**src/rtl/instr_encoder.sv**
```systemverilog
// RV32I instruction word assembler: builds a word from discrete fields, flags illegal
// field combinations (substituting a NOP), and buffers results in a small valid/ready FIFO.
module instr_encoder #(
    parameter int DEPTH = 2,
    parameter int ERR_W = 8
) (
    input  logic             clk,
    input  logic             rst_n,
    input  logic             in_valid,
    output logic             in_ready,
    input  logic [2:0]       in_fmt,
    input  logic [6:0]       in_opcode,
    input  logic [4:0]       in_rd,
    input  logic [4:0]       in_rs1,
    input  logic [4:0]       in_rs2,
    input  logic [2:0]       in_funct3,
    input  logic [6:0]       in_funct7,
    input  logic [31:0]      in_imm,
    output logic             out_valid,
    input  logic             out_ready,
    output logic [31:0]      out_instr,
    output logic [3:0]       out_err,
    output logic [ERR_W-1:0] err_count
);

    localparam int PTR_W = (DEPTH > 1) ? $clog2(DEPTH) : 1;
    localparam int CNT_W = $clog2(DEPTH + 1);
    localparam logic [31:0] NOP_WORD = 32'h0000_0013;

    typedef enum logic [2:0] {
        FMT_R = 3'd0,
        FMT_I = 3'd1,
        FMT_S = 3'd2,
        FMT_B = 3'd3,
        FMT_U = 3'd4,
        FMT_J = 3'd5
    } fmt_e;

    // ------------------------------------------------------------------
    // Field encoding and legality checks
    // ------------------------------------------------------------------
    logic [31:0] raw_instr;
    logic [31:0] enc_instr;
    logic [3:0]  enc_err;
    logic        fmt_bad;
    logic        op_bad;
    logic        imm_bad;
    logic        imm_odd;
    logic        op_low_ok;
    logic [4:0]  op_class;
    logic        fits_12;
    logic        fits_13;
    logic        fits_21;

    // An immediate fits N signed bits when everything above bit N-1 is its sign copy.
    assign fits_12 = (in_imm[31:11] == {21{in_imm[11]}});
    assign fits_13 = (in_imm[31:12] == {20{in_imm[12]}});
    assign fits_21 = (in_imm[31:20] == {12{in_imm[20]}});

    assign op_low_ok = (in_opcode[1:0] == 2'b11);
    assign op_class  = in_opcode[6:2];

    always_comb begin
        raw_instr = NOP_WORD;
        fmt_bad   = 1'b0;
        op_bad    = 1'b0;
        imm_bad   = 1'b0;
        imm_odd   = 1'b0;
        case (in_fmt)
            FMT_R: begin
                raw_instr = {in_funct7, in_rs2, in_rs1, in_funct3, in_rd, in_opcode};
                op_bad    = !(op_low_ok &&
                              (op_class inside {5'b01011, 5'b01100, 5'b01110, 5'b10100}));
            end
            FMT_I: begin
                raw_instr = {in_imm[11:0], in_rs1, in_funct3, in_rd, in_opcode};
                op_bad    = !(op_low_ok &&
                              (op_class inside {5'b00000, 5'b00001, 5'b00100,
                                                5'b00110, 5'b11001}));
                imm_bad   = !fits_12;
            end
            FMT_S: begin
                raw_instr = {in_imm[11:5], in_rs2, in_rs1, in_funct3, in_imm[4:0], in_opcode};
                op_bad    = !(op_low_ok && (op_class inside {5'b01000, 5'b01001}));
                imm_bad   = !fits_12;
            end
            FMT_B: begin
                raw_instr = {in_imm[12], in_imm[10:5], in_rs2, in_rs1, in_funct3,
                             in_imm[4:1], in_imm[11], in_opcode};
                op_bad    = !(op_low_ok && (op_class == 5'b11000));
                imm_bad   = !fits_13;
                imm_odd   = in_imm[0];
            end
            FMT_U: begin
                raw_instr = {in_imm[31:12], in_rd, in_opcode};
                op_bad    = !(op_low_ok && (op_class inside {5'b00101, 5'b01101}));
                imm_bad   = (in_imm[11:0] != 12'h000);
            end
            FMT_J: begin
                raw_instr = {in_imm[20], in_imm[10:1], in_imm[11], in_imm[19:12],
                             in_rd, in_opcode};
                op_bad    = !(op_low_ok && (op_class == 5'b11011));
                imm_bad   = !fits_21;
                imm_odd   = in_imm[0];
            end
            default: begin
                fmt_bad = 1'b1;
            end
        endcase
    end

    assign enc_err   = {imm_odd, imm_bad, op_bad, fmt_bad};
    assign enc_instr = (enc_err != 4'b0000) ? NOP_WORD : raw_instr;

    // ------------------------------------------------------------------
    // Output FIFO
    // ------------------------------------------------------------------
    logic [31:0]      entry_instr_q [DEPTH];
    logic [31:0]      entry_instr_d [DEPTH];
    logic [3:0]       entry_err_q   [DEPTH];
    logic [3:0]       entry_err_d   [DEPTH];
    logic [PTR_W-1:0] wr_ptr_q, wr_ptr_d;
    logic [PTR_W-1:0] rd_ptr_q, rd_ptr_d;
    logic [CNT_W-1:0] count_q, count_d;
    logic [ERR_W-1:0] err_count_q, err_count_d;
    logic             push;
    logic             pop;

    function automatic logic [PTR_W-1:0] ptr_inc(input logic [PTR_W-1:0] p);
        return (p == PTR_W'(DEPTH - 1)) ? '0 : p + PTR_W'(1);
    endfunction

    // Readiness depends on registered occupancy only; a full FIFO never accepts
    // even if the head is being popped in the same cycle.
    assign in_ready  = rst_n && (count_q < CNT_W'(DEPTH));
    assign out_valid = (count_q != '0);
    assign push      = in_valid && in_ready;
    assign pop       = out_valid && out_ready;

    assign out_instr = out_valid ? entry_instr_q[rd_ptr_q] : '0;
    assign out_err   = out_valid ? entry_err_q[rd_ptr_q]   : '0;
    assign err_count = err_count_q;

    always_comb begin
        wr_ptr_d    = push ? ptr_inc(wr_ptr_q) : wr_ptr_q;
        rd_ptr_d    = pop  ? ptr_inc(rd_ptr_q) : rd_ptr_q;
        count_d     = count_q;
        err_count_d = err_count_q;
        case ({push, pop})
            2'b10:   count_d = count_q + CNT_W'(1);
            2'b01:   count_d = count_q - CNT_W'(1);
            default: count_d = count_q;
        endcase
        if (push && (enc_err != 4'b0000) && (err_count_q != '1)) begin
            err_count_d = err_count_q + ERR_W'(1);
        end
        for (int i = 0; i < DEPTH; i++) begin
            entry_instr_d[i] = entry_instr_q[i];
            entry_err_d[i]   = entry_err_q[i];
            if (push && (wr_ptr_q == PTR_W'(i))) begin
                entry_instr_d[i] = enc_instr;
                entry_err_d[i]   = enc_err;
            end
        end
    end

    always_ff @(posedge clk) begin
        if (!rst_n) begin
            wr_ptr_q    <= '0;
            rd_ptr_q    <= '0;
            count_q     <= '0;
            err_count_q <= '0;
            for (int i = 0; i < DEPTH; i++) begin
                entry_instr_q[i] <= '0;
                entry_err_q[i]   <= '0;
            end
        end else begin
            wr_ptr_q    <= wr_ptr_d;
            rd_ptr_q    <= rd_ptr_d;
            count_q     <= count_d;
            err_count_q <= err_count_d;
            for (int i = 0; i < DEPTH; i++) begin
                entry_instr_q[i] <= entry_instr_d[i];
                entry_err_q[i]   <= entry_err_d[i];
            end
        end
    end

endmodule
```
**config.mk**
```make
export PLATFORM = sky130hd
export DESIGN_NAME = instr_encoder
export DESIGN_NICKNAME = d
export VERILOG_FILES = /design/src/rtl/instr_encoder.sv
export SDC_FILE = /design/constraint.sdc
export NUM_CORES = 1
export LEC_CHECK = 0
export ABC_AREA = 1
export CAP_MARGIN = 20
export CORE_ASPECT_RATIO = 1.75
export CORE_UTILIZATION = 25
export CTS_CLUSTER_DIAMETER = 80
export DETAILED_ROUTE_END_ITERATION = 7
export SYNTH_ARGS = -nofsm -noshare
export SYNTH_HDL_FRONTEND = slang
export SYNTH_SLANG_ARGS = --single-unit
```
**constraint.sdc**
```tcl
create_clock -name clk -period 5.6 [get_ports clk]
set_input_delay 0.56 -clock clk [delete_from_list [all_inputs] [get_ports clk]]
set_output_delay 0.56 -clock clk [all_outputs]
set_load 0.01 [all_outputs]
```
# == After elaboration in Yosys (flattened, before gate mapping) ==
# Memory sizes are Yosys's and may differ from the RTL's. A register that Yosys moved wholly into a read port is not among the register bits.
# Index checks and enable logic that the tools add are counted.
# word_totals
regBits,12
mem_bits_rw,72
word_cells,107
mem_count,2
# memory_table
memory,depth,word_bits,read_ports,rd_ports_with_merged_regs,write_ports,line_no,text
entry_instr_q,2,32,1,1,2,118,logic [31:0] entry_instr_q [DEPTH];
entry_err_q,2,4,1,1,2,120,logic [3:0] entry_err_q [DEPTH];
# classes
addsub,5
magnitude_cmp,1
n_eq_ne,28
n_mux,25
bitwise_logic,5
n_reduce_logical,37
# ops
operator,count
$mux W32,6
$pmux W32 S6,1
$eq A5 B4 Y1 const B,6
$eq A20 B20 Y1,1
$eq A5 B5 Y1 const B,4
$mux W4,5
$eq A19 B19 Y1,1
$eq A5 B3 Y1 const B,3
$logic_and A1 B1 Y1,13
$reduce_bool A12 Y1,1
$eq A11 B11 Y1,1
$mux W1,10
$logic_not A1 Y1,9
$add A8 B1 Y8 const B,1
$ne A8 B8 Y1 const B,1
$reduce_bool A2 Y1,4
$reduce_bool A4 Y1,2
$eq A3 B2 Y1 const B,2
$eq A3 B3 Y1 const B,2
$pmux W1 S6,1
$reduce_or A6 Y1,1
$eq A5 B1 Y1 const B,1
$logic_not A5 Y1,1
$reduce_bool A5 Y1,1
15 further kinds,23

# == Depth between registers and ports, before layout ==
# Gate-level depths: netlist of run 1.
# depth
word_depth,9
ltp_mapped,16

# == Worst setup path after synthesis of run 1 ==
# Ideal clock, no wire load.
# synth_path
path_kind,input -> register
startpoint,in rst_n
endpoint,"mem entry_err_q[1][0], enable pin"
setup_time_ns,0.482
t_arrival_ns,3.870
required_time_ns,5.118
path_slack_ns,1.248
stages,5
cell_sequence,buf_2 > inv_1 > nor2_1 > nand2_1 > o21ai_0
# synth_lines
item,line_no,text
"start, declared",8,"input logic rst_n,"
"end, declared",120,

==> results of run 1 <==
[critical path, stage by stage]
cell             delay [ns]
clkdlybuf4s50_1        0.74
inv_1                  0.20
nor2_1                 0.16
nand2_1                0.25
inv_1                  0.48
nand3_2                0.39
buf_4                  0.37
a21oi_1                0.20
[per-layer routing]
layer	part of all wire	GRT usage	wire length [um]
met1	0.37	0.156	5180
met2	0.55	0.280	7770
met3	0.047	0.0188	660
met4	0.039	0.0873	558
met5	0	0	0
[where the power goes]
group	switching (mW)	internal, mW	total, mW	leakage [nW]
sequential	0.0206	0.747	0.768	0.860
clock	0.235	0.372	0.607	0.149
combinational	0.341	0.241	0.582	1.45
[Yosys cell counts (all sizes together)]
cell,instances
nand2,178
nor2,77
edfxtp,72
a21oi,62
inv,51
nand3,41
o21ai,14
dfxtp,13
clkbuf,12
buf,9
nand4,8
nor3,7
a31oi,5
a221oi,4
a32o,2
ha,2
xor2,2
a211oi,1
a22o,1
a22oi,1
and3,1
clkinv,1
nor4,1
o21a,1
o31ai,1
xnor2,1
[stage by stage]
stage / power (mW) / hold slack [ns] / worst slack, ns / std cells / utilization
6_report: 1.96 / 0.460 / 2.41 / 919 / 0.353
3_3_place_gp: 1.36 / 0.442 / 2.22 / 902 / 0.334
4_1_cts: 1.97 / 0.460 / 2.01 / 918 / 0.351
3_5_place_dp: 1.36 / 0.453 / 2.10 / 902 / 0.334
2_1_floorplan: 1.07 / 0.425 / 1.25 / 568 / -
5_1_grt: 2.05 / 0.482 / 2.21 / 919 / 0.353
[flip-flops by register name (all words and copies together) (netlist names), named ones only]
signal and count:
count_q 2, entry_err_q 8, entry_instr_q 64, err_count 8, rd_ptr_q 1, wr_ptr_q 1
[cells by family (layout without fill, tap and decap cells)]
family	count (synthesis)	after routing	synth area share
AND/OR/NAND/NOR	313	313	0.294
AO/OA/AOI/OAI	92	92	0.109
flip-flops	85	85	0.519
buffers and inverters	73	190	0.0670
XOR/XNOR	3	3	0.00563
adder cells (fa/ha/maj)	2	2	0.00536
[final timing paths]
check / startpoint / to / cells after the start
worst max-delay path: rst_n / entry_instr_q[1][14]$_DFFE_PP_ / 8
worst min-delay path: rd_ptr_q$_SDFFE_PN0P_ / rd_ptr_q$_SDFFE_PN0P_ / 1
worst max register to register: count_q[1]$_SDFFE_PN0P_ / entry_instr_q[1][14]$_DFFE_PP_ / 6
worst min register to register: rd_ptr_q$_SDFFE_PN0P_ / rd_ptr_q$_SDFFE_PN0P_ / 1
[cell usage in the layout, fill, tap and decap left out, types with 5 or more instances in the layout]
cell type        netlist  final
a21oi_1               62     62
a31oi_1                5      5
buf_4                  1      5
clkbuf_16              0      9
clkdlybuf4s50_1        0    116
dfxtp_1               13     13
edfxtp_1              72     72
inv_1                 46     46
nand2_1              175    175
nand3_1               39     39
nand4_1                8      8
nor2_1                62     61
nor2_2                 4      5
nor2_4                11     11
nor3_1                 7      7
o21ai_0               14     12
[layout make-up]
cell class | count | area, um2
sequential | 85 | 2420
clock buffer | 12 | 256
tap | 234 | 293
fill | 1891 | 11700
multi-input combinational | 410 | 1950
timing repair buffer | 122 | 1230
inverter | 52 | 198
clock inverter | 4 | 55.1
==> flow_metrics.env, run 1 <==
export IMPL_yosys_warnings=0
export IMPL_ant_nets=0
export IMPL_status="completed"
export IMPL_insertedDiodeCount=0
export IMPL_relSlewSlack=0.643
export IMPL_cts_setup_buffers=0
export IMPL_irDropWorstVdd_mv=0.138
export IMPL_clock_skew_final_ns=0.00688
export IMPL_tightest_slew_ns=0.535
export IMPL_grt_pass1_wl_um=21700
export IMPL_die_x_um=105
export IMPL_post_cts_resized=0
export IMPL_seq_area_frac_synth=0.519
export IMPL_drc=0
export IMPL_wire_per_inst_um=15.4
export IMPL_hold_viol=0
export IMPL_cp_end_kind="flip-flop"
export IMPL_final_cell_area_um2=6400
export IMPL_hold_buffers=0
export IMPL_max_clock_freq_ghz=0.313
export IMPL_viasPerCell=4.64
export IMPL_cts_buffers=9
export IMPL_rrSetupSlack_ns=3.25
export IMPL_synth_area_leaders="edfxtp_1, nand2_1, a21oi_1, dfxtp_1, nor2_1"
export IMPL_setup_viol=0
export IMPL_drt_iter0_drc=194
export IMPL_period_needed_ns=3.19
export IMPL_synth_top_cell_by_area="edfxtp_1"
export IMPL_synth_seq_cells=85
export IMPL_rsz0062_at_grt="no"
export IMPL_ys_types=35
export IMPL_synth_top_cell_area_share=0.463
export IMPL_start_util=0.257
export IMPL_grt_max_degree=38
export IMPL_cts_sinks=85
export IMPL_wirelength_um=14200
export IMPL_leakage_nw=2.46
export IMPL_cts_buffer_depth=2
export IMPL_coreArea_um2=18100
export IMPL_cts_tree="yes"
export IMPL_startpoint_type="input port"
export IMPL_syn_area_um2=4670
export IMPL_min_path_type="flip-flop to flip-flop"
export IMPL_cp_data_required_time_ns=5.77
export IMPL_avgSynthCellArea_um2=8.22
export IMPL_port_buffers=116
export IMPL_num_nets_final=753
export IMPL_drv_cap=0
export IMPL_worstSetupPathType="input port to flip-flop"
export IMPL_fin_crit_sh=0.570
export IMPL_first_pass_iters=4
export IMPL_clock_latency_ns=0.34
export IMPL_placed_area_um2=6060
export IMPL_slew_viol_final=0
export IMPL_critPathMaxFanout=17
export IMPL_vias=4263
export IMPL_netlist_instances=568
export IMPL_gp_congestion=0.950
export IMPL_htree_levels=3
export IMPL_die_area_um2=19200
export IMPL_grt_ovfl_total=0
export IMPL_syn_nets=641
export IMPL_io_pins=117
export IMPL_grt_antenna_before_repair=0
export IMPL_clk_pin_slew_ns=0.06
export IMPL_power_density_nw_per_um2=306
export IMPL_setup_tns_ns=0
export IMPL_grt_pass1_vias=4185
export IMPL_area_growth_pct=37.1
export IMPL_drive_above_1_share=0.0730
export IMPL_cp_arrival_ns=3.36
export IMPL_placementRows=65
export IMPL_grt_total_usage=0.149
export IMPL_die_h_um=183
export IMPL_cts_root_buf="clkbuf_16"
export IMPL_dp_hpwl_um=11000
Power figures use the tool's default switching activity.
==> run 2, diff against run 1 <==
Clock period 5.6 ns to 3 ns, I/O delays scaled along.
==> flow_metrics.env, run 2 (synthesized netlist as in run 1, its figures left out) <==
export IMPL_dp_cells=909
export IMPL_place_ws_ns=0.332
export IMPL_drt_iter0_drc=212
export IMPL_power_density_nw_per_um2=554
export IMPL_cts_buffer_depth=2
export IMPL_worstSetupPathType="flip-flop to primary output"
export IMPL_use_met3=0.0231
export IMPL_grt_ovfl_total=0
export IMPL_coreArea_um2=18100
export IMPL_clock_skew_final_ns=0.0117
export IMPL_placementRows=65
export IMPL_clock_latency_ns=0.34
export IMPL_wire_per_inst_um=15.3
export IMPL_cts_setup_buffers=0
export IMPL_drive_above_1_share=0.0810
export IMPL_gp_congestion=0.871
export IMPL_slew_viol_final=0
export IMPL_cp_end_kind="primary output"
export IMPL_max_clock_freq_ghz=0.398
export IMPL_post_cts_resized=0
export IMPL_irDropWorstVdd_mv=0.263
export IMPL_setup_tns_ns=0
export IMPL_insertedDiodeCount=0
export IMPL_cts_root_buf="clkbuf_16"
export IMPL_hold_buffers=0
export IMPL_grt_pass1_vias=4196
export IMPL_die_h_um=183
export IMPL_viasPerCell=4.62
export IMPL_hold_viol=0
export IMPL_grt_max_degree=37
export IMPL_die_area_um2=19200
export IMPL_cts_tree="yes"
export IMPL_placed_area_um2=6150
export IMPL_drv_cap=0
export IMPL_setup_viol=0
export IMPL_grt_antenna_before_repair=0
export IMPL_busiest_layer="met2"
export IMPL_ant_nets=0
export IMPL_setup_slack_ns=0.487
export IMPL_leakage_nw=2.48
export IMPL_drc=0
export IMPL_cts_buffers=9
export IMPL_layout_commonest_cell="nand2_1"
export IMPL_final_cell_area_um2=6420
export IMPL_status="completed"
export IMPL_min_path_type="flip-flop to flip-flop"
export IMPL_startpoint_type="flip-flop"
export IMPL_largest_reg_flops=64
export IMPL_dp_hpwl_um=10700
export IMPL_clk_pin_slew_ns=0.07
export IMPL_rsz0062_at_grt="no"
export IMPL_layout_common_cells="nand2_1, clkdlybuf4s50_1, edfxtp_1, a21oi_1, nor2_1"
export IMPL_hold_ws_ns=0.477
export IMPL_cts_sinks=85
export IMPL_wirelength_um=14100
export IMPL_post_route_util=0.354
export IMPL_fin_crit_sh=0.838
export IMPL_area_growth_pct=37.6
export IMPL_cp_data_required_time_ns=2.70
export IMPL_tightest_slew_ns=0.658
export IMPL_met2_usage=0.264
export IMPL_fin_cells=925
export IMPL_critPathMaxFanout=25
export IMPL_start_util=0.257
export IMPL_relSlewSlack=0.560
export IMPL_htree_levels=3
export IMPL_cp_arrival_ns=2.21
export IMPL_grt_total_usage=0.150
export IMPL_die_x_um=105
export IMPL_grt_pass1_wl_um=22000
export IMPL_first_pass_iters=5
export IMPL_largest_register="entry_instr_q"
export IMPL_io_pins=117
export IMPL_finalPower_mw=3.56
export IMPL_port_buffers=116
export IMPL_use_met1=0.176
export IMPL_period_needed_ns=2.51
export IMPL_num_nets_final=759
export IMPL_vias=4269
[run 2: changes by cell type in the layout (fill, tap and decap cells not counted), sizes merged]
cell	change
clkbuf	-2
inv	+4
clkinvlp	-1
bufinv	-1
buf	+6
[run 2: per-layer routing]
layer	part of all wire	up-vias	wire length, um
met5	0	-	0
met2	0.53	134	7510
met3	0.036	20	515
met4	0.030	0	417
li1	-	2146	-
met1	0.40	1969	5680
[run 2: report_power, final]
part	internal (mW)	total (mW)	switching, mW
Combinational	0.446	1.08	0.638
Sequential	1.39	1.43	0.0411
Clock	0.570	1.04	0.469
[run 2: path summary, 6_finish.rpt]
path                             start                         to  slack [ns]  depth (start not counted)
min reg2reg      rd_ptr_q$_SDFFE_PN0P_                  flip-flop        0.48                          1
max reg2reg  err_count[0]$_SDFFE_PN0P_  err_count[7]$_SDFFE_PN0P_        1.23                         11
max                          flip-flop              out_instr[24]        0.49                          5
min              rd_ptr_q$_SDFFE_PN0P_                  flip-flop        0.48                          1
[run 2: cell type report]
cell class / count / area, um2
tap: 234 / 293
clock inverter: 6 / 45.0
clock buffer: 10 / 229
multi-input combinational: 410 / 1960
timing repair buffer: 128 / 1280
sequential: 85 / 2420
fill: 1832 / 11700
inverter: 52 / 198
[run 2: worst max-delay path: stages, from the launching register on]
cell and delay [ns]:
dfxtp_1 0.32, clkinv_1 0.22, buf_4 0.36, nand2_1 0.09
a21oi_1 0.23, clkdlybuf4s50_1 0.64
==> run 3, diff against run 2 <==
Clock period 3 ns to 2.2 ns, I/O delays scaled along.
==> flow_metrics.env, run 3 (synthesized netlist as in run 1, its figures left out) <==
export IMPL_viasPerCell=4.45
export IMPL_insertedDiodeCount=0
export IMPL_dp_cells=973
export IMPL_cp_end_kind="primary output"
export IMPL_port_buffers=116
export IMPL_num_nets_final=823
export IMPL_fin_crit_sh=0.953
export IMPL_finalPower_mw=5.30
export IMPL_largest_register="entry_instr_q"
export IMPL_grt_ovfl_total=0
export IMPL_slew_viol_final=0
export IMPL_drv_cap=0
export IMPL_cp_data_required_time_ns=1.98
export IMPL_grt_pass1_vias=4344
export IMPL_cp_arrival_ns=1.88
export IMPL_drt_iter0_drc=245
export IMPL_ant_nets=0
export IMPL_cts_buffer_depth=2
export IMPL_cts_root_buf="clkbuf_16"
export IMPL_drc=0
export IMPL_cts_setup_buffers=0
export IMPL_clock_latency_ns=0.33
export IMPL_drive_above_1_share=0.160
export IMPL_cts_sinks=85
export IMPL_hold_ws_ns=0.439
export IMPL_clk_pin_slew_ns=0.06
export IMPL_clock_skew_final_ns=0.00512
export IMPL_vias=4397
export IMPL_status="completed"
export IMPL_setup_viol=0
export IMPL_layout_commonest_cell="nand2_1"
export IMPL_path_cells="nor2_2 > buf_12 > a21oi_1 > clkdlybuf4s50_1"
export IMPL_rsz0062_at_grt="no"
export IMPL_placementRows=65
export IMPL_r2r_start="err_count[0]$_SDFFE_PN0P_"
export IMPL_power_density_nw_per_um2=754
export IMPL_fin_cells=989
export IMPL_startpoint_type="flip-flop"
export IMPL_htree_levels=3
export IMPL_die_area_um2=19200
export IMPL_critical_path_endpoint="out_instr[22]"
export IMPL_grt_max_degree=37
export IMPL_first_pass_iters=4
export IMPL_die_x_um=105
export IMPL_grt_total_usage=0.150
export IMPL_leakage_nw=2.89
export IMPL_hold_viol=0
export IMPL_tightest_slew_ns=0.495
export IMPL_wire_per_inst_um=14.4
export IMPL_largest_reg_flops=64
export IMPL_wirelength_um=14200
export IMPL_coreArea_um2=18100
export IMPL_crit_start="count_q[0]$_SDFFE_PN0P_"
export IMPL_rrSetupSlack_ns=0.48
export IMPL_dp_hpwl_um=11200
export IMPL_setup_tns_ns=0
export IMPL_layout_common_cells="nand2_1, clkdlybuf4s50_1, edfxtp_1, buf_4, a21oi_1"
export IMPL_critPathMaxFanout=36
export IMPL_gp_congestion=0.867
export IMPL_r2r_end="err_count[7]$_SDFFE_PN0P_"
export IMPL_irDropWorstVdd_mv=0.309
export IMPL_die_h_um=183
export IMPL_start_util=0.257
export IMPL_worstSetupPathType="flip-flop to primary output"
export IMPL_slowest_delay_ns=0.60
export IMPL_cts_tree="yes"
export IMPL_cts_buffers=9
export IMPL_period_needed_ns=2.10
export IMPL_area_growth_pct=50.6
export IMPL_r2r_cells=11
export IMPL_relSlewSlack=0.670
export IMPL_grt_pass1_wl_um=22400
export IMPL_hold_buffers=0
export IMPL_io_pins=117
export IMPL_max_clock_freq_ghz=0.477
export IMPL_min_path_type="flip-flop to flip-flop"
export IMPL_crit_slowest_cell="clkdlybuf4s50_1"
export IMPL_grt_antenna_before_repair=0
==> run 3: per-layer routing <==
metal	track usage	vias up	wire (um)
li1	-	2264	-
met1	0.170	2003	5610
met2	0.274	109	7720
met3	0.0174	21	493
met4	0.0772	0	396
met5	0	-	0
==> run 3: how the worst min path moves through the flow <==
stage                     startpoint                       endpoint  slack (ns)  depth (start not counted)
3_3_place_gp   rd_ptr_q$_SDFFE_PN0P_          rd_ptr_q$_SDFFE_PN0P_        0.43                          1
4_1_cts        rd_ptr_q$_SDFFE_PN0P_                      flip-flop        0.45                          1
6_report       rd_ptr_q$_SDFFE_PN0P_                      flip-flop        0.44                          1
3_5_place_dp   rd_ptr_q$_SDFFE_PN0P_          rd_ptr_q$_SDFFE_PN0P_        0.44                          1
5_1_grt        rd_ptr_q$_SDFFE_PN0P_                      flip-flop        0.45                          1
2_1_floorplan           in_opcode[4]  entry_instr_q[0][4]$_DFFE_PP_        0.42                          2
==> run 3: what timing repair did <==
action,CTS,global route
endpoints found under the setup margin,2,46
pin swaps,0,0
gates resized for setup,2,10
==> run 3: cell type report <==
type | instances | area [um2]
Clock buffer | 10 | 229
Clock inverter | 6 | 110
Fill cell | 1823 | 11100
Inverter | 52 | 198
Multi-Input combinational cell | 410 | 1960
Sequential cell | 85 | 2420
Tap cell | 234 | 293
Timing Repair Buffer | 192 | 1820
==> run 3: metrics by stage <==
| step | utilization | instance area, um2 | worst slack [ns] |
|---|---|---|---|
| finish | 0.388 | 7030 | 0.104 |
| global route | 0.388 | 7030 | 0.00434 |
| CTS | 0.387 | 7010 | 0.0233 |
| detailed placement | 0.367 | 6660 | -0.286 |
| global placement | 0.367 | 6660 | -0.281 |
| floorplan | - | 4670 | -0.174 |
==> run 3: report_power, final <==
part	internal, mW	switching (mW)	total [mW]
clock network	1.11	0.597	1.71
registers	1.90	0.0580	1.96
logic	0.753	0.884	1.64
==> run 3: critical path: cells and delay by family, from the launching register on <==
kind,cells,cell delay (ns)
simple gates,1,0.08
compound gates,1,0.27
flops,1,0.39
buf+inv,2,0.76
